### config.mk
export PLATFORM = sky130hd
export DESIGN_NAME = onehot_event_encoder
export DESIGN_NICKNAME = d
export VERILOG_FILES = /design/src/rtl/onehot_event_encoder.sv
export SDC_FILE = /design/constraint.sdc
export NUM_CORES = 1
export LEC_CHECK = 0
export ABC_AREA = 1
export CAP_MARGIN = 20
export CORE_MARGIN = 5
export CORE_UTILIZATION = 50
export CTS_BUF_LIST = sky130_fd_sc_hd__clkbuf_2 sky130_fd_sc_hd__clkbuf_4 sky130_fd_sc_hd__clkbuf_8
export DETAILED_ROUTE_END_ITERATION = 6
export PLACE_DENSITY = 0.73
export SYNTH_ARGS = -nofsm -noshare
export SYNTH_HDL_FRONTEND = slang
export SYNTH_SLANG_ARGS = --single-unit
### constraint.sdc
create_clock -name clk -period 1.58 [get_ports clk]
set_clock_uncertainty 0.05 [all_clocks]
set_input_delay 0.316 -clock clk [delete_from_list [all_inputs] [get_ports clk]]
set_output_delay 0.316 -clock clk [all_outputs]
set_load 0.01 [all_outputs]
### src/rtl/onehot_event_encoder.sv
// Synchronizes and debounces a one-hot request vector, priority-encodes each new
// press (MSB = code 0) and delivers exactly one code per press over valid/ready.
module onehot_event_encoder #(
    parameter int N             = 2,
    parameter int STABLE_CYCLES = 4
) (
    input  logic                clk,
    input  logic                reset,
    input  logic [(2**N)-1:0]   in,
    output logic [N-1:0]        code_out,
    output logic                multi,
    output logic                valid,
    input  logic                ready
);

    localparam int unsigned W  = 2 ** N;
    localparam int unsigned CW = (STABLE_CYCLES > 1) ? $clog2(STABLE_CYCLES) : 1;
    localparam logic [CW-1:0] CNT_MAX = CW'(STABLE_CYCLES - 1);

    localparam logic [1:0] IDLE         = 2'd0;
    localparam logic [1:0] PRESENT      = 2'd1;
    localparam logic [1:0] WAIT_RELEASE = 2'd2;

    logic [W-1:0]  sync1;
    logic [W-1:0]  sync2;
    logic [W-1:0]  last;
    logic [CW-1:0] cnt;
    logic [1:0]    state;
    logic          stable;
    logic [N-1:0]  enc_code;
    logic          enc_multi;
    logic [N:0]    pop;

    always_ff @(posedge clk) begin
        if (reset) begin
            sync1 <= '0;
            sync2 <= '0;
            last  <= '0;
            cnt   <= '0;
        end else begin
            sync1 <= in;
            sync2 <= sync1;
            if (sync2 != last) begin
                last <= sync2;
                cnt  <= '0;
            end else if (cnt != CNT_MAX) begin
                cnt <= cnt + 1'b1;
            end
        end
    end

    assign stable = (sync2 == last) && (cnt == CNT_MAX);

    // Ascending scan so the highest set bit is assigned last and wins.
    always_comb begin
        enc_code = '0;
        pop      = '0;
        for (int unsigned i = 0; i < W; i++) begin
            if (last[i]) begin
                enc_code = N'(W - 1 - i);
            end
            pop = pop + (N + 1)'(last[i]);
        end
        enc_multi = (pop > (N + 1)'(1));
    end

    always_ff @(posedge clk) begin
        if (reset) begin
            state    <= IDLE;
            valid    <= 1'b0;
            code_out <= '0;
            multi    <= 1'b0;
        end else begin
            case (state)
                IDLE: begin
                    if (stable && (last != '0)) begin
                        code_out <= enc_code;
                        multi    <= enc_multi;
                        valid    <= 1'b1;
                        state    <= PRESENT;
                    end
                end
                PRESENT: begin
                    if (valid && ready) begin
                        valid <= 1'b0;
                        state <= WAIT_RELEASE;
                    end
                end
                WAIT_RELEASE: begin
                    if (stable && (last == '0)) begin
                        state <= IDLE;
                    end
                end
                default: begin
                    state <= IDLE;
                    valid <= 1'b0;
                end
            endcase
        end
    end

endmodule

==> impl_metrics.yaml, run 1 <==
power_and_ir_drop:
  swShare_pct: 23.1
  vdd_drop_max_mv: 0.589
  combPwrFrac_pct: 9.7
  power.leakage_nw: 0.540
  p_switching_uw: 211
  p_int_uw: 702
  powerDensity_mw_per_mm2: 882
  p_seq_share_pct: 58.1
  pwr-share-clk_pct: 32.2
global_routing:
  grt.total_usage_pct: 11.9
  grt_pass1_wl_mm: 2.33
  grt_pass1_vias: 622
  grt_max_degree: 16
  antenna_found_initial: 0
  overflow: 0
worst_setup_path:
  crit_type: "flop to flop"
  cpMaxStageDelayCell: "fa_1"
  r2r_slack_ns: 0.22
  cp_cell_sequence: "inv_1 -> fa_1 -> o21ai_0 -> nor2_1 -> nor2_1"
  crit_top_cell: "nor2_1"
  required_ns: 1.73
  cp_max_fo: 3
  cp_slowest_stage_delay_ns: 0.53
  arrival_ns: 1.51
  start_kind: "flop"
  cp-end-kind: "flop"
job:
  cap_violations: 0
clock_network:
  cts_tree: "done"
  insertion_delay_ns: 0.30
  path_clk_slew_ns: 0.11
  cts_buffers: 3
  cts_max_level: 1
  cts_sinks: 20
  cts-root-buf: "clkbuf_4"
  cts_buffer_depth: 2
  holdBufCountCts: 0
synthesis:
  synth.distinct_cells: 20
  yosys_warnings: 0
  yosysSeqAreaShare_pct: 46.2
  avgSynthCellArea_um2: 7.54
  syn_nets: 126
  syn_area_um2: 867
  synthCells: 115
  ys_ff_latch: 20
timing:
  setup_tns_ns: 0
  max_freq_mhz: 736
  whs_ns: 0.361
  setup_viol: 0
  fin_crit_ns: 1.36
  hold_violations: 0
  fin_crit_sh_pct: 86.0
  slew_headroom_pct: 83.1
  slew_violations: 0
  worst_slew_pin_slew_ns: 0.254
  grt_setup_unrepaired: "false"
detailed_routing:
  routedWlPerCell_um: 9.50
  via_count: 657
  drc: 0
  drtIter0Drc: 5
  via_per_inst: 4.53
  drt-pass1-iter-count: 3
  final_antenna_net_count: 0
  routed_wl_mm: 1.38
floorplanning:
  core_mm2: 0.00169
  die_h_um: 51.6
  rows: 15
  io_pins: 11
  start_util_pct: 51.3
  design.die.area_mm2: 0.00267
  die_w_um: 51.6
layout:
  syn_to_final_growth_pct: 19.3
  num_antenna_cells: 0
  drive_gt1_share_pct: 10.9
  mostFrequentLayoutCells: "24 x nand2_1, 23 x nor2_1, 20 x inv_1, 20 x dfxtp_1, 6 x clkdlybuf4s50_1"
  final_util_pct: 61.3
  final_common_cell: "nand2_1"
  fillCellCount: 163
  nets: 140
place:
  port_buffers: 10
  place_hpwl_mm: 1.09
  place_congestion: 0.777
worst_hold_path:
  holdCritPathClass: "flop to flop"
run_status:
  status: "finished, final reports clean"
cell type report:
cell class / count / area [um2] / share of cell area, %
Clock buffer: 4 / 36.3 / 3.51
Sequential cell: 20 / 400 / 38.7
Timing Repair Buffer: 11 / 118 / 11.4
Multi-Input combinational cell: 70 / 373 / 36.0
Tap cell: 17 / 21.3 / 2.06
Inverter: 23 / 86.3 / 8.34
synth_stat cells:
library cell  count  area share (%)
o21ai_0           3             1.7
dfxtp_1          20              46
a21oi_1           4             2.3
a21oi_2           1             1.0
nand2_2           2             1.4
nand4_4           1             2.5
nand3_1           2             1.2
inv_1            20             8.7
nand4_1           1            0.72
inv_2             2            0.87
clkbuf_1          2            0.87
nor2_2            1            0.72
nor2_4            2             2.6
xor2_1            1             1.0
nor3b_1           1            0.87
clkinv_1          1            0.43
nor2_1           23              10
ha_1              3             4.3
nand2_1          24              10
fa_1              1             2.3
through the flow:
| stage | cells | setup slack [ns] | power (mW) | area [um2] |
|---|---|---|---|---|
| finish | 145 | 0.221 | 0.913 | 1030 |
| global route | 145 | 0.122 | 0.961 | 1030 |
| CTS | 145 | 0.0101 | 0.926 | 1020 |
| detailed placement | 141 | 0.224 | 0.633 | 988 |
| global placement | 141 | 0.264 | 0.626 | 988 |
| floorplan | 115 | 0.282 | 0.602 | 867 |
routing by layer:
metal / GRT usage, % / wire length, um / share of wire, %
met5: 0 / 0 / 0
met4: 6.55 / 22 / 1.6
met3: 2.58 / 69 / 5.0
met2: 23.9 / 693 / 50
met1: 10.7 / 592 / 43
what timing repair did:
| action | 4_1_cts | 5_1_grt |
|---|---|---|
| buffers inserted | 0 | 0 |
| setup endpoints to repair | 0 | 4 |
| gates resized for setup | 0 | 4 |
registers in the layout (all words and copies together) (netlist names):
register / cells
code_out: 2
last: 4
cnt: 2
sync1: 4
state: 2
multi: 1
valid: 1
sync2: 4
worst max-delay path, delay by kind of cell, from the launching register on:
family,cells,cell delay (ns)
compound gates,1,0.08
fa+ha+maj,1,0.53
buf+inv,1,0.09
flops,1,0.36
simple gates,2,0.15
cells by family after synthesis:
| group | Yosys count | synth area share [%] |
|---|---|---|
| AOI/OAI and AO/OA | 8 | 5.05 |
| xor gates and xnor gates | 1 | 1.01 |
| adders and majority gates | 4 | 6.64 |
| buffers and inverters | 25 | 10.8 |
| DFF | 20 | 46.2 |
| and+or+nand+nor | 57 | 30.3 |
power by group through the flow:
stage	registers (mW)	clock network (mW)	logic, mW
final	0.530	0.294	0.0886
after global routing	0.533	0.327	0.101
after CTS	0.531	0.305	0.0904
after detailed placement	0.542	0	0.0903
after global placement	0.540	0	0.0853
after floorplan	0.540	0	0.0618
worst paths after layout:
check / startpoint / depth (start not counted) / endpoint
max: last[0] / 5 / multi
min: sync1[3] / 2 / sync2[3]
max reg2reg: last[0] / 5 / multi
min reg2reg: sync1[3] / 2 / sync2[3]
No activity file was read; power rests on OpenSTA's default activity.
==> run 2: changes to the inputs <==
--- a/config.mk
+++ b/config.mk
@@ -8,10 +8,10 @@
 export ABC_AREA = 1
 export CAP_MARGIN = 20
 export CORE_MARGIN = 5
-export CORE_UTILIZATION = 50
+export CORE_UTILIZATION = 35
 export CTS_BUF_LIST = sky130_fd_sc_hd__clkbuf_2 sky130_fd_sc_hd__clkbuf_4 sky130_fd_sc_hd__clkbuf_8
 export DETAILED_ROUTE_END_ITERATION = 6
-export PLACE_DENSITY = 0.73
+export SKIP_LAST_GASP = 1
 export SYNTH_ARGS = -nofsm -noshare
 export SYNTH_HDL_FRONTEND = slang
 export SYNTH_SLANG_ARGS = --single-unit
==> run 2 against run 1 <==
  * Utilization decreased by 18 points
  * Wire length decreased by 3.0%
  * Maximum frequency decreased by 0.88%
  * Critical path depth unchanged
  * Combinational power decreased by 2%
  * Largest power group unchanged
  * Global-route usage decreased by 3.4 points
  * Non-clock buffer count unchanged
  * Cell count increased by 9.0%
  * Via count unchanged
==> impl_metrics.yaml, run 2 (synthesized netlist as in run 1, its figures left out) <==
worst_setup_path:
  cpMaxStageDelayCell: "fa_1"
  cp-end-kind: "flop"
  arrival_ns: 1.53
  required_ns: 1.74
  path_delay_family: "adder cells"
  cp_cell_sequence: "inv_1 -> fa_1 -> o21ai_0 -> nor2_1 -> nor2_1"
  cp_num_buf_inv: 1
  start_kind: "flop"
  r2r_slack_ns: 0.21
  crit_type: "flop to flop"
  cp_slowest_stage_delay_ns: 0.53
  cp_max_fo: 3
  crit_top_cell: "nor2_1"
clock_network:
  postCtsSetupBuffers: 0
  insertion_delay_ns: 0.30
  cts_sinks: 20
  holdBufCountCts: 0
  cts_buffers: 3
  cts_tree: "done"
  cts_buffer_depth: 2
  cts-root-buf: "clkbuf_4"
  cts_max_level: 1
  path_clk_slew_ns: 0.11
floorplanning:
  die_w_um: 59.8
  design.die.area_mm2: 0.00357
  die_h_um: 59.8
  io_pins: 11
  start_util_pct: 35.6
  core_mm2: 0.00243
  rows: 18
detailed_routing:
  drt-pass1-iter-count: 4
  drc: 0
  final_antenna_net_count: 0
  routed_wl_mm: 1.34
  via_per_inst: 4.16
  drtIter0Drc: 13
  routedWlPerCell_um: 8.46
  via_count: 657
job:
  cap_violations: 0
timing:
  fin_crit_ns: 1.37
  setup_tns_ns: 0
  worst_slew_pin_slew_ns: 0.246
  fin_crit_sh_pct: 86.7
  hold_violations: 0
  max_freq_mhz: 730
  slew_headroom_pct: 83.6
  slew_violations: 0
  grt_setup_unrepaired: "false"
  setup_viol: 0
  setup_ws_ns: 0.209
layout:
  nets: 140
  final_common_cell: "nand2_1"
  drive_gt1_share_pct: 10.9
  regArea_um2: 400
  mostFrequentLayoutCells: "24 x nand2_1, 23 x nor2_1, 20 x inv_1, 20 x dfxtp_1, 6 x clkdlybuf4s50_1"
  num_antenna_cells: 0
  multi_input_comb_area_um2: 373
  reg_top3: "last x4, sync1 x4, sync2 x4"
  syn_to_final_growth_pct: 22.7
  fillCellCount: 264
place:
  place_congestion: 0.750
  place_hpwl_mm: 1.05
  preCtsSetupSlack_ns: 0.214
  port_buffers: 10
global_routing:
  top_usage_layer: "met2"
  use_met2_pct: 14.2
  overflow: 0
  met3_usage_pct: 3.89
  grt_pass1_vias: 580
  grt.total_usage_pct: 8.52
  grt_max_degree: 16
  antenna_found_initial: 0
  grt_pass1_wl_mm: 2.33
  gr-usage-met1_pct: 9.95
power_and_ir_drop:
  vdd_drop_max_mv: 0.879
  power.leakage_nw: 0.533
  power_mw: 1.03
  powerDensity_mw_per_mm2: 969
run_status:
  status: "finished, final reports clean"
worst_hold_path:
  holdCritPathClass: "flop to flop"
==> run 2: cell types whose count changed in the layout (fill, tap and decap cells not counted) <==
cell            delta
bufinv_16          +1
clkbuf_8           -1
dlygate4sd2_1      +1
dlymetal6s2s_1     -1
==> run 2: final cells by class <==
type	count	share of cell area, %
Timing Repair Buffer	11	10.7
Tap cell	30	3.53
Sequential cell	20	37.6
Multi-Input combinational cell	70	35.1
Clock inverter	1	2.82
Inverter	23	8.12
Clock buffer	3	2.12
==> run 2: routing by layer <==
| layer | vias up | wire, um |
|---|---|---|
| li1 | 363 | - |
| met1 | 281 | 601 |
| met2 | 13 | 615 |
| met3 | 0 | 119 |
| met4 | 0 | 0 |
| met5 | - | 0 |
==> run 2: what timing repair did <==
| action | 4_1_cts | 5_1_grt |
|---|---|---|
| resized for setup | 1 | 3 |
| hold endpoints to repair | 0 | 0 |
| cloned | 0 | 0 |
| setup endpoints to repair | 1 | 3 |
==> run 2: worst register-to-register path, stage by stage, from the launching register on <==
cell     delay, ns
dfxtp_1       0.37
inv_1         0.09
fa_1          0.53
o21ai_0       0.09
nor2_1        0.11
nor2_1        0.05
==> run 2: power breakdown <==
part / total (mW) / switching [mW] / internal, mW / leakage (nW)
clock network: 0.413 / 0.157 / 0.256 / 0.0279
registers: 0.530 / 0.00857 / 0.521 / 0.163
logic: 0.0870 / 0.0475 / 0.0395 / 0.342
total: 1.03 / 0.213 / 0.817 / 0.533
==> run 2: path summary, 6_finish.rpt <==
check | end | from | depth (start not counted)
hold / removal | sync2[0] | sync1[0] | 2
setup / recovery | multi | last[0] | 5
hold reg to reg | sync2[0] | sync1[0] | 2
setup reg to reg | multi | last[0] | 5
==> run 2: per-stage QoR <==
| stage | hold WS, ns | instance area (um2) | utilization, % | cells |
|---|---|---|---|---|
| floorplan | 0.338 | 867 | - | 115 |
| finish | 0.360 | 1060 | 43.7 | 158 |
| global placement | 0.341 | 1000 | 41.3 | 154 |
| global route | 0.379 | 1060 | 43.7 | 158 |
| CTS | 0.363 | 1060 | 43.4 | 158 |
| detailed placement | 0.347 | 1000 | 41.3 | 154 |
==> run 3: changes to the inputs <==
--- a/config.mk
+++ b/config.mk
@@ -12,6 +12,7 @@
 export CTS_BUF_LIST = sky130_fd_sc_hd__clkbuf_2 sky130_fd_sc_hd__clkbuf_4 sky130_fd_sc_hd__clkbuf_8
 export DETAILED_ROUTE_END_ITERATION = 6
 export SKIP_LAST_GASP = 1
+export SLEW_MARGIN = 10
 export SYNTH_ARGS = -nofsm -noshare
 export SYNTH_HDL_FRONTEND = slang
 export SYNTH_SLANG_ARGS = --single-unit
==> results of run 3 <==
Final layout, timing and power as in run 2 (identical DEF).
